<file path="src/rtl/div_iter_pkg.sv">
// -----------------------------------------------------------------------------
// div_iter_pkg
// Shared definitions for the iterative radix-2 divider of the MiniMIPS32
// execute stage: FSM state encoding and the aluop codes that EXE decodes to
// drive the divider's start/sign inputs.
// -----------------------------------------------------------------------------
package div_iter_pkg;

  // Divider FSM states. The explicit 2-bit base type is the state bus width.
  typedef enum logic [1:0] {
    DIV_IDLE = 2'd0,
    DIV_CALC = 2'd1,
    DIV_DONE = 2'd2
  } div_state_e;

  // aluop codes that select the divider in EXE (DIV -> signed, DIVU -> unsigned).
  localparam logic [7:0] ALUOP_DIV  = 8'h16;
  localparam logic [7:0] ALUOP_DIVU = 8'h17;

endpackage : div_iter_pkg

</file>
<file path="src/rtl/div_iter_step.sv">
// -----------------------------------------------------------------------------
// div_iter_step
// One combinational restoring-division step. The quotient register doubles
// as the dividend shift register: its MSB is shifted into the partial
// remainder, and the new quotient bit is shifted in at its LSB.
//
// Ports:
//   rem_i  [WIDTH-1:0]  partial remainder (always < divisor)
//   quo_i  [WIDTH-1:0]  quotient / remaining-dividend shift register
//   dvs_i  [WIDTH-1:0]  divisor magnitude
//   rem_o  [WIDTH-1:0]  next partial remainder
//   quo_o  [WIDTH-1:0]  next quotient shift register
// -----------------------------------------------------------------------------
module div_iter_step #(
  parameter int WIDTH = 32
) (
  input  logic [WIDTH-1:0] rem_i,
  input  logic [WIDTH-1:0] quo_i,
  input  logic [WIDTH-1:0] dvs_i,
  output logic [WIDTH-1:0] rem_o,
  output logic [WIDTH-1:0] quo_o
);

  logic [WIDTH:0]   trial;
  logic             ge;
  logic [WIDTH-1:0] diff;

  // The shifted remainder needs WIDTH+1 bits for the compare, but once the
  // divisor is subtracted the result is below the divisor, so WIDTH bits of
  // the subtraction are exact.
  assign trial = {rem_i, quo_i[WIDTH-1]};
  assign ge    = (trial >= {1'b0, dvs_i});
  assign diff  = trial[WIDTH-1:0] - dvs_i;

  assign rem_o = ge ? diff : trial[WIDTH-1:0];
  assign quo_o = {quo_i[WIDTH-2:0], ge};

endmodule : div_iter_step

</file>
<file path="src/rtl/div_iter.sv">
// -----------------------------------------------------------------------------
// div_iter
// Iterative radix-2 signed/unsigned divider (DIV/DIVU), one quotient bit per
// cycle. Holds the pipeline via stallreq_exe while working, presents the
// result as {HI,LO} = {remainder, quotient}, and is cancelled by CP0 flush.
//
// Ports:
//   cpu_clk_50M           clock
//   cpu_rst               synchronous active-high reset
//   start, sign           request a division (sign=1: DIV, 0: DIVU), IDLE only
//   dividend, divisor     operands, sampled with start
//   flush                 abort any operation, priority over start/ack
//   ack                   consumer takes the result, DONE -> IDLE
//   busy                  state != IDLE
//   stallreq_exe          (IDLE & start & !flush) | CALC, combinational
//   valid                 result available (DONE)
//   quotient, remainder   registered results
//   hilo                  {remainder, quotient}
// -----------------------------------------------------------------------------
module div_iter
  import div_iter_pkg::*;
#(
  parameter int WIDTH = 32
) (
  input  logic               cpu_clk_50M,
  input  logic               cpu_rst,
  input  logic               start,
  input  logic               sign,
  input  logic [WIDTH-1:0]   dividend,
  input  logic [WIDTH-1:0]   divisor,
  input  logic               flush,
  input  logic               ack,
  output logic               busy,
  output logic               stallreq_exe,
  output logic               valid,
  output logic [WIDTH-1:0]   quotient,
  output logic [WIDTH-1:0]   remainder,
  output logic [2*WIDTH-1:0] hilo
);

  localparam int              CNT_W    = $clog2(WIDTH) + 1;
  localparam logic [CNT_W-1:0] CNT_LAST = CNT_W'(WIDTH - 1);

  div_state_e       state_q,     state_d;
  logic [CNT_W-1:0] count_q,     count_d;
  logic [WIDTH-1:0] rem_q,       rem_d;
  logic [WIDTH-1:0] quo_q,       quo_d;
  logic [WIDTH-1:0] dvs_q,       dvs_d;
  logic             neg_quo_q,   neg_quo_d;
  logic             neg_rem_q,   neg_rem_d;
  logic [WIDTH-1:0] quotient_q,  quotient_d;
  logic [WIDTH-1:0] remainder_q, remainder_d;

  logic [WIDTH-1:0] dividend_abs;
  logic [WIDTH-1:0] divisor_abs;
  logic [WIDTH-1:0] step_rem;
  logic [WIDTH-1:0] step_quo;

  // Two's-complement magnitudes. The most-negative value maps onto itself,
  // which read as unsigned is exactly its magnitude, so MIN/-1 wraps cleanly.
  assign dividend_abs = (sign && dividend[WIDTH-1]) ? (~dividend + WIDTH'(1)) : dividend;
  assign divisor_abs  = (sign && divisor[WIDTH-1])  ? (~divisor  + WIDTH'(1)) : divisor;

  div_iter_step #(.WIDTH(WIDTH)) u_step (
    .rem_i (rem_q),
    .quo_i (quo_q),
    .dvs_i (dvs_q),
    .rem_o (step_rem),
    .quo_o (step_quo)
  );

  always_comb begin
    // NOTE: every signal gets its hold value first so no path through the
    // case statement leaves one unassigned, which would infer a latch.
    state_d     = state_q;
    count_d     = count_q;
    rem_d       = rem_q;
    quo_d       = quo_q;
    dvs_d       = dvs_q;
    neg_quo_d   = neg_quo_q;
    neg_rem_d   = neg_rem_q;
    quotient_d  = quotient_q;
    remainder_d = remainder_q;

    if (flush) begin
      state_d = DIV_IDLE;
    end else begin
      unique case (state_q)
        DIV_IDLE: begin
          if (start) begin
            neg_quo_d = sign & (dividend[WIDTH-1] ^ divisor[WIDTH-1]);
            neg_rem_d = sign & dividend[WIDTH-1];
            if (divisor == '0) begin
              // Division by zero: no iteration and no sign fix-up.
              quotient_d  = '1;
              remainder_d = dividend;
              state_d     = DIV_DONE;
            end else begin
              rem_d   = '0;
              quo_d   = dividend_abs;
              dvs_d   = divisor_abs;
              count_d = '0;
              state_d = DIV_CALC;
            end
          end
        end
        DIV_CALC: begin
          rem_d   = step_rem;
          quo_d   = step_quo;
          count_d = count_q + CNT_W'(1);
          if (count_q == CNT_LAST) begin
            quotient_d  = neg_quo_q ? (~step_quo + WIDTH'(1)) : step_quo;
            remainder_d = neg_rem_q ? (~step_rem + WIDTH'(1)) : step_rem;
            state_d     = DIV_DONE;
          end
        end
        DIV_DONE: begin
          // A new start here is ignored; only ack releases the result.
          if (ack) begin
            state_d = DIV_IDLE;
          end
        end
        default: state_d = DIV_IDLE;
      endcase
    end
  end

  always_ff @(posedge cpu_clk_50M) begin
    // NOTE: state is updated with non-blocking assignments so every flop
    // samples the pre-edge values regardless of statement order.
    if (cpu_rst) begin
      state_q     <= DIV_IDLE;
      count_q     <= '0;
      rem_q       <= '0;
      quo_q       <= '0;
      dvs_q       <= '0;
      neg_quo_q   <= 1'b0;
      neg_rem_q   <= 1'b0;
      quotient_q  <= '0;
      remainder_q <= '0;
    end else begin
      state_q     <= state_d;
      count_q     <= count_d;
      rem_q       <= rem_d;
      quo_q       <= quo_d;
      dvs_q       <= dvs_d;
      neg_quo_q   <= neg_quo_d;
      neg_rem_q   <= neg_rem_d;
      quotient_q  <= quotient_d;
      remainder_q <= remainder_d;
    end
  end

  assign busy         = (state_q != DIV_IDLE);
  assign valid        = (state_q == DIV_DONE);
  // Low in DONE so the instruction advances together with the result.
  assign stallreq_exe = ((state_q == DIV_IDLE) && start && !flush) || (state_q == DIV_CALC);
  assign quotient     = quotient_q;
  assign remainder    = remainder_q;
  assign hilo         = {remainder_q, quotient_q};

endmodule : div_iter

</file>
<file path="config.mk">
export PLATFORM = sky130hd
export DESIGN_NAME = div_iter
export DESIGN_NICKNAME = d
export VERILOG_FILES = /design/src/rtl/div_iter_pkg.sv /design/src/rtl/div_iter_step.sv /design/src/rtl/div_iter.sv
export SDC_FILE = /design/constraint.sdc
export NUM_CORES = 1
export LEC_CHECK = 0
export ABC_AREA = 0
export ABC_CLOCK_PERIOD_IN_PS = 14500
export BUFFER_PORTS_ARGS = -buffer_cell sky130_fd_sc_hd__buf_2
export CAP_MARGIN = 20
export CORE_ASPECT_RATIO = 1.1
export CORE_MARGIN = 4
export CORE_UTILIZATION = 24
export CTS_CLUSTER_SIZE = 20
export DETAILED_ROUTE_END_ITERATION = 8
export RECOVER_POWER = 100
export SYNTH_ARGS = -nofsm -noshare
export SYNTH_HDL_FRONTEND = slang
export SYNTH_SLANG_ARGS = --single-unit
</file>
<file path="constraint.sdc">
create_clock -name cpu_clk_50M -period 14.5 [get_ports cpu_clk_50M]
set_input_delay 0.725 -clock cpu_clk_50M [delete_from_list [all_inputs] [get_ports cpu_clk_50M]]
set_output_delay 0.725 -clock cpu_clk_50M [all_outputs]
set_load 0.01 [all_outputs]
</file>
==> qor.txt, run 1 <==
fin. max-slew vios: 493
PostCTS Resize Cnt: 0
post-DP HPWL: 37200 um
setup slack, reg-to-reg: 5610 ps
Layout Nets: 1851
area of the multi-input gates: 0.00793 mm2
post-route cell area: 0.0139 mm2
pwr dens: 91.2 mW/mm2
Synth warnings: 0
post-route DRC violation count: 0
Placed Cells incl. Taps: 2391
H-tree depth: 4
total power: 1.26 mW
worst hold slack: 460 ps
Setup WS post-layout: 5610 ps
Starting Density: 24.3%
global-route wire length before repair: 71000 um
FF+latch count, synth: 170
CP delay by family, top: simple AND/OR/NAND/NOR gates
CTS Buffer Depth: 2
worst-margin pin slew: 4420 ps
Avg Cell Area, Syn: 7.40 um2
area delta synth->final: 11.2%
worst endpoint data arrival time: 9010 ps
Top FF cell, synth: dfxtp_1
Final Cycle Share: 61.3%
Critical Path Sink Type: flop
total negative setup slack: 0 ps
GRT Util Overall: 16.2%
Detail Route Antenna Nets: 0
Worst Setup EP: remainder[30]$_SDFFE_PP0P_
final clock skew: 12.6 ps
DRT iter0 DRCs: 903
Die Area: 0.0557 mm2
Post-synth EDFFs: 0
Highest Clock Rate: 113 MHz
largest cells by area after synthesis: dfxtp_1, nor2_1, a211oi_1
CTS clk-pin slew, worst paths: 80 ps
share of cells above drive strength 1: 7.57%
crit-path cells: inv_1 > ha_1 > a21oi_1 > o21ai_0 > a21oi_1 > or2_2 > nand3_1 > clkinvlp_2 > o32a_1 > or3_1 > or3_1 > o41ai_1 > xor2_1 > a221oi_1
CTS tree: done
initial antenna violation count: 2
CORE AREA: 0.0514 mm2
RSZ-0062 raised after global routing: no
worst-case reg-to-reg path depth: 14
dpl ws: 8890 ps
Period minus WS final: 8890 ps
Chip Height: 247 um
number of setup buffers added after CTS: 0
vias in the first global route: 11.7k
CP Class: reg -> reg
Post-Route WL: 47500 um
detailed-route via count: 12.7k
leakage power: 4.93 nW
die width: 225 um
synthesized area: 0.0125 mm2
latest clock arrival within the worst-skew pair: 460 ps
routed len/inst: 19.6 um
Via density: 5.23
cell count after synthesis: 1684
Yosys top cell area share: 27.3%
clock sink count: 170
Inserted Clock Buffers: 17
Worst Path Max Fanout: 50
endpoints failing setup: 0
failing checks: max-capacitance violations, max-slew violations
largest net degree at the start of global routing: 97
PortBufs: 200
max-cap viol count: 7
post-synth top area cell: dfxtp_1
critical path depth: 14
FF-to-FF Start: dvs_q[10]$_SDFFE_PP0P_
post-synthesis net count: 1792
fillcell total: 5757
Setup crit start: dvs_q[10]$_SDFFE_PP0P_
Seq/Total Area, Yosys: 27.3%
Yosys cell types: 81
storage element area: 0.00340 mm2
Ports: 201
CP bufs+invs: 2
Post-synth ARST share: 0%
first-pass iteration count of the detailed router: 5
Req. time, crit path: 14620 ps
status: complete, but fails checks
Slew headroom: -195%
Startpoint Class: flop
worst r2r dst: remainder[30]$_SDFFE_PP0P_
Max stage delay cell, worst path: clkinvlp_2
final hold vios: 0
top cells by count, synth: nor2_1, dfxtp_1, nand2_1
min-delay worst type: reg -> reg
RePlAce Congestion: 0.924
root buffer cell: clkbuf_16
Placed Area: 0.0135 mm2
fin util: 27.0%
worst vdd ir: 0.0886 mV
most frequent cell after synthesis: nor2_1
grt ovf: 0
hold buffer count at cts: 0
Layout Cells excl Fill: 2424
Site Rows: 87
Slowest Stage Delay on Critical Path: 2350 ps
## routing by layer
layer,GRT usage [%],share of wire [%],routed length [um]
met4,3.44,1.8,835
met5,0,0.027,13
met1,21.2,45,21200
met3,2.73,6.0,2870
met2,28.1,48,22600
## worst register-to-register path, cell delays in order (launching register included)
cell,delay (ps)
dfxtp_1,310
inv_1,50
ha_1,500
a21oi_1,120
o21ai_0,720
a21oi_1,190
or2_2,350
nand3_1,1500
clkinvlp_2,2360
o32a_1,930
or3_1,460
or3_1,450
o41ai_1,340
xor2_1,200
a221oi_1,90
## layout by cell type, fill, tap and decap left out, types with 6 or more instances in the layout
| cell | synthesis | routed |
|---|---|---|
| nor4_1 | 34 | 34 |
| and3_1 | 10 | 10 |
| a311oi_1 | 16 | 16 |
| a211oi_1 | 107 | 107 |
| nand3_1 | 22 | 23 |
| nor2b_1 | 12 | 11 |
| or3_1 | 10 | 11 |
| a221oi_1 | 6 | 6 |
| inv_1 | 49 | 49 |
| clkbuf_16 | 0 | 17 |
| o21ai_0 | 68 | 71 |
| a31oi_1 | 15 | 15 |
| nand4_1 | 23 | 23 |
| and2_1 | 9 | 8 |
| o211ai_1 | 7 | 7 |
| dfxtp_1 | 170 | 170 |
| ha_1 | 37 | 37 |
| o41ai_1 | 14 | 15 |
| xnor2_1 | 56 | 56 |
| clkbuf_1 | 80 | 138 |
| a21oi_1 | 124 | 124 |
| a21o_1 | 11 | 11 |
| buf_4 | 65 | 8 |
| nand3b_1 | 7 | 7 |
| mux2i_1 | 16 | 16 |
| nor2_1 | 274 | 274 |
| or4_1 | 12 | 12 |
| o31ai_1 | 23 | 23 |
| o21a_1 | 9 | 9 |
| buf_2 | 24 | 68 |
| xor2_1 | 77 | 77 |
| nand2_1 | 135 | 135 |
| a22oi_1 | 19 | 19 |
| nand2b_1 | 11 | 10 |
| o21bai_1 | 7 | 7 |
| nor3_1 | 39 | 40 |
## cell families after synthesis
group	Yosys count	share of synthesized area, %
AOI/OAI and AO/OA	478	25.9
xor gates and xnor gates	133	9.34
adders and majority gates	38	3.87
buffers and inverters	224	8.96
DFF	170	27.3
muxes	19	1.56
and+or+nand+nor	622	23.1
## sequential cells by signal, summed over array words and instances, names as in the netlist
register / flops
neg_rem_q: 1
count_q: 6
remainder: 32
quotient: 32
quo_q: 32
neg_quo_q: 1
dvs_q: 32
state_q: 2
rem_q: 32
## layout make-up
type | count | area share (%)
Clock buffer | 17 | 3.07
Inverter | 50 | 1.36
Tap cell | 667 | 6.02
Clock inverter | 15 | 1.14
Timing Repair Buffer | 214 | 6.63
Multi-Input combinational cell | 1290 | 57.2
Sequential cell | 170 | 24.6
Antenna cell | 1 | 0.0181
## report_power, final
| group | switching [mW] | total (mW) | internal [mW] |
|---|---|---|---|
| sequential | 0.0164 | 0.500 | 0.484 |
| clock | 0.237 | 0.467 | 0.230 |
| combinational | 0.198 | 0.296 | 0.0987 |
| total | 0.451 | 1.26 | 0.812 |
## how the worst min path moves through the flow
| stage | start | end | slack [ps] | cells after the start |
|---|---|---|---|---|
| after floorplan | dvs_q[22]$_SDFFE_PP0P_ | dvs_q[22]$_SDFFE_PP0P_ | 430 | 2 |
| after global placement | dvs_q[22]$_SDFFE_PP0P_ | dvs_q[22]$_SDFFE_PP0P_ | 450 | 2 |
| after detailed placement | dvs_q[22]$_SDFFE_PP0P_ | dvs_q[22]$_SDFFE_PP0P_ | 450 | 2 |
| after CTS | dvs_q[22]$_SDFFE_PP0P_ | dvs_q[22]$_SDFFE_PP0P_ | 460 | 2 |
| after global routing | flush | state_q[0]$_SDFFE_PP0P_ | 490 | 2 |
| final | dvs_q[22]$_SDFFE_PP0P_ | dvs_q[22]$_SDFFE_PP0P_ | 460 | 2 |
Note: power is estimated with default switching activity, not from simulation.
==> run 2, diff against run 1 <==
--- a/config.mk
+++ b/config.mk
@@ -6,7 +6,7 @@
 export NUM_CORES = 1
 export LEC_CHECK = 0
 export ABC_AREA = 0
-export ABC_CLOCK_PERIOD_IN_PS = 14500
+export ABC_CLOCK_PERIOD_IN_PS = 7700
 export BUFFER_PORTS_ARGS = -buffer_cell sky130_fd_sc_hd__buf_2
 export CAP_MARGIN = 20
 export CORE_ASPECT_RATIO = 1.1
==> constraint.sdc (replaced) <==
create_clock -name cpu_clk_50M -period 7.7 [get_ports cpu_clk_50M]
set_input_delay 0.385 -clock cpu_clk_50M [delete_from_list [all_inputs] [get_ports cpu_clk_50M]]
set_output_delay 0.385 -clock cpu_clk_50M [all_outputs]
set_load 0.01 [all_outputs]
==> qor.txt, run 2 (same netlist as run 1, synthesis figures left out) <==
commonest non-fill, non-tap cell in the layout: nor2_1
Layout Cells excl Fill: 2424
final clock skew: 11.1 ps
grt ovf: 0
Hold Startpoint: flush
Req. time, crit path: 8050 ps
hold buffer count at cts: 0
vias in the first global route: 11.4k
Setup crit start: divisor[15]
Startpoint Class: input pin
PostCTS Resize Cnt: 0
PortBufs: 200
first-pass iteration count of the detailed router: 6
Highest Clock Rate: 165 MHz
post-route DRC violation count: 0
Via density: 5.22
diode count: 0
GRT Util Overall: 16.1%
most frequent cells in the layout: nor2_1, dfxtp_1, clkbuf_1
Ports: 201
Die Area: 0.0557 mm2
failing checks: max-capacitance violations, max-slew violations
leakage power: 4.98 nW
root buffer cell: clkbuf_16
fin. max-slew vios: 320
CP Class: in -> reg
detailed-route via count: 12.6k
post-DP HPWL: 36900 um
H-tree depth: 4
Final Cycle Share: 78.6%
Site Rows: 87
routed len/inst: 19.5 um
total power: 2.44 mW
Period minus WS final: 6050 ps
storage element area: 0.00340 mm2
latest clock arrival within the worst-skew pair: 450 ps
min-delay worst type: in -> reg
pwr dens: 175 mW/mm2
initial antenna violation count: 1
worst vdd ir: 0.159 mV
Worst Path Max Fanout: 39
RSZ-0062 raised after global routing: no
area delta synth->final: 11.9%
Slew headroom: -161%
RePlAce Congestion: 0.941
CTS clk-pin slew, worst paths: 80 ps
CTS Buffer Depth: 2
largest net degree at the start of global routing: 110
status: complete, but fails checks
number of setup buffers added after CTS: 0
worst endpoint data arrival time: 6400 ps
total negative setup slack: 0 ps
global-route wire length before repair: 70600 um
Starting Density: 24.3%
share of cells above drive strength 1: 7.80%
max-cap viol count: 5
Chip Height: 247 um
die width: 225 um
Detail Route Antenna Nets: 0
Placed Cells incl. Taps: 2390
final hold vios: 0
Critical Path Sink Type: flop
FF-to-FF Start: state_q[0]$_SDFFE_PP0P_
Inserted Clock Buffers: 17
fillcell total: 5713
clock sink count: 170
DRT iter0 DRCs: 1004
worst-margin pin slew: 3910 ps
Post-Route WL: 47300 um
setup slack, reg-to-reg: 2030 ps
endpoints failing setup: 0
area of the multi-input gates: 0.00796 mm2
Layout Nets: 1853
CTS tree: done
CORE AREA: 0.0514 mm2
==> run 2: cell count changes in the layout (fill, tap and decap cells not counted), sizes merged <==
| cell | previous run | this run |
|---|---|---|
| inv | 55 | 54 |
| bufinv | 0 | 3 |
| diode | 1 | 0 |
| buf | 76 | 78 |
| clkinvlp | 3 | 1 |
| clkinv | 7 | 6 |
==> run 2: final timing paths <==
path,end,cells past startpoint
worst min register to register,dvs_q[25]$_SDFFE_PP0P_,2
worst min-delay path,state_q[1]$_SDFFE_PP0P_,2
worst max-delay path,remainder[26]$_SDFFE_PP0P_,11
worst max register to register,remainder[29]$_SDFFE_PP0P_,5
==> run 2: metrics by stage <==
step | hold WS, ps | setup slack [ps] | utilization, % | instance area [um2]
final | 171 | 1650 | 27.2 | 13900
after global routing | 180 | 1210 | 27.2 | 13900
after CTS | 164 | 2120 | 27.5 | 14100
after detailed placement | 451 | 2170 | 26.3 | 13500
after global placement | 447 | 2290 | 26.3 | 13500
after floorplan | 432 | 2540 | - | 12500
==> run 2: power by group <==
part,switching (mW),internal (mW)
clock network,0.422,0.519
logic,0.376,0.187
registers,0.0306,0.911
==> run 2: per-layer routing <==
layer	track usage, %	wire length, um
met5	0	13
met4	3.19	697
met3	2.92	3120
met2	27.5	22300
met1	21.3	21100
==> run 2: cell type report <==
type	instances	share of cell area, %
clock buffers	17	3.05
repair buffers	216	6.81
well taps	667	5.98
clock inverters	14	1.36
multi-input cells	1290	57.0
inverters	50	1.36
flip-flops and latches	170	24.4
==> run 2: critical path: stages <==
cell and delay [ps]:
clkbuf_1 130, or3_1 390, or4_1 460, nor4_1 290
nand2_1 110, or4_1 530, nor3_1 730, o221a_1 1330
clkbuf_1 1190, o21ai_0 410, a221oi_1 390
==> run 3, diff against run 2 <==
--- a/config.mk
+++ b/config.mk
@@ -6,7 +6,7 @@
 export NUM_CORES = 1
 export LEC_CHECK = 0
 export ABC_AREA = 0
-export ABC_CLOCK_PERIOD_IN_PS = 7700
+export ABC_CLOCK_PERIOD_IN_PS = 5550
 export BUFFER_PORTS_ARGS = -buffer_cell sky130_fd_sc_hd__buf_2
 export CAP_MARGIN = 20
 export CORE_ASPECT_RATIO = 1.1
==> constraint.sdc (replaced) <==
create_clock -name cpu_clk_50M -period 5.55 [get_ports cpu_clk_50M]
set_input_delay 0.2775 -clock cpu_clk_50M [delete_from_list [all_inputs] [get_ports cpu_clk_50M]]
set_output_delay 0.2775 -clock cpu_clk_50M [all_outputs]
set_load 0.01 [all_outputs]
==> qor.txt, run 3 (same netlist as run 1, synthesis figures left out) <==
Hold Startpoint: flush
Req. time, crit path: 5900 ps
Final Cycle Share: 92.8%
area delta synth->final: 11.9%
Setup crit start: rem_q[6]$_SDFFE_PP0P_
post-DP HPWL: 36800 um
final hold vios: 0
leakage power: 4.99 nW
Layout Nets: 1862
clock sink count: 170
PostCTS Resize Cnt: 0
status: complete, but fails checks
FF-to-FF Start: rem_q[6]$_SDFFE_PP0P_
Chip Height: 247 um
CTS tree: done
worst endpoint data arrival time: 5500 ps
CP Class: reg -> reg
failing checks: max-capacitance violations, max-slew violations
Die Area: 0.0557 mm2
number of setup buffers added after CTS: 0
total power: 3.25 mW
DRT iter0 DRCs: 1043
final clock skew: 15.2 ps
first-pass iteration count of the detailed router: 7
crit-path most repeated cell: ha_1
Startpoint Class: flop
crit-path cells: ha_1 > and3_1 > o211ai_4 > a2111o_1 > nand3_4 > mux2i_1 > ha_1 > nand2_1 > nor4_1 > a31oi_1 > or3_1 > or3_4 > o41ai_2 > xor2_1 > a221oi_1
min-delay worst type: in -> reg
most frequent cells in the layout: nor2_1, dfxtp_1, clkbuf_1
latest clock arrival within the worst-skew pair: 450 ps
total negative setup slack: 0 ps
grt ovf: 0
RSZ-0062 raised after global routing: no
pwr dens: 233 mW/mm2
Post-Route WL: 46500 um
Highest Clock Rate: 194 MHz
Site Rows: 87
worst-margin pin slew: 2650 ps
Max stage delay cell, worst path: ha_1
global-route wire length before repair: 69500 um
Via density: 5.24
Setup WS post-layout: 401 ps
commonest non-fill, non-tap cell in the layout: nor2_1
WHS Path Cells: 2
PortBufs: 200
detailed-route via count: 12.7k
Detail Route Antenna Nets: 0
vias in the first global route: 11.6k
worst vdd ir: 0.211 mV
dpl ws: 481 ps
share of cells above drive strength 1: 8.04%
Period minus WS final: 5150 ps
endpoints failing setup: 0
hold buffer count at cts: 0
Placed Cells incl. Taps: 2402
Starting Density: 24.3%
CTS clk-pin slew, worst paths: 70 ps
H-tree depth: 4
Inserted Clock Buffers: 17
GRT Util Overall: 15.8%
routed len/inst: 19.1 um
Worst Path Max Fanout: 19
Ports: 201
CORE AREA: 0.0514 mm2
post-route DRC violation count: 0
largest net degree at the start of global routing: 96
fillcell total: 5750
root buffer cell: clkbuf_16
fin. max-slew vios: 162
Layout Cells excl Fill: 2435
RePlAce Congestion: 0.937
Slew headroom: -76.6%
Slowest Stage Delay on Critical Path: 550 ps
CTS Buffer Depth: 2
die width: 225 um
max-cap viol count: 2
Critical Path Sink Type: flop
worst-case reg-to-reg path depth: 15
initial antenna violation count: 1
## run 3: final cells by class
type,instances,area [um2],area share (%)
clock buffer,22,474,3.40
inverter,50,190,1.36
antenna,1,2.50,0.0179
clock inverter,10,82.6,0.592
timing repair buffer,225,1010,7.25
multi-input combinational,1290,7950,57.0
tap,667,835,5.98
sequential,170,3400,24.4
## run 3: power breakdown
part / total [mW] / leakage, nW / switching (mW) / internal (mW)
registers: 1.31 / 1.38 / 0.0441 / 1.27
clock network: 1.17 / 0.266 / 0.551 / 0.617
logic: 0.777 / 3.34 / 0.517 / 0.261
## run 3: per-layer routing
metal / GRT usage [%] / wire, um / vias up
met4: 5.69 / 1500 / 2
met3: 2.92 / 3220 / 75
met5: 0 / 5 / -
li1: - / - / 6164
met2: 26.4 / 21600 / 537
met1: 20.5 / 20200 / 5971
## run 3: worst paths after layout
kind                            slack, ps                         end
worst max-delay path                  400  remainder[30]$_SDFFE_PP0P_
worst min-delay path                   80     state_q[1]$_SDFFE_PP0P_
worst max register to register        400  remainder[30]$_SDFFE_PP0P_
worst min register to register        460      dvs_q[25]$_SDFFE_PP0P_
## run 3: metrics by stage
stage	hold WS [ps]	cell area (um2)	utilization, %
after floorplan	356	12500	-
after global placement	445	13600	26.5
after detailed placement	452	13600	26.5
after CTS	67.6	14200	27.6
after global routing	78.7	13900	27.1
final	78.2	13900	27.1
## run 3: critical path: cells and delay by family (launching register included)
kind                       cells  cell delay, ps
DFF                            1             360
AOI/OAI and AO/OA              5            1400
adders and majority gates      2             840
and+or+nand+nor                6            2010
muxes                          1             330
xor gates and xnor gates       1             110
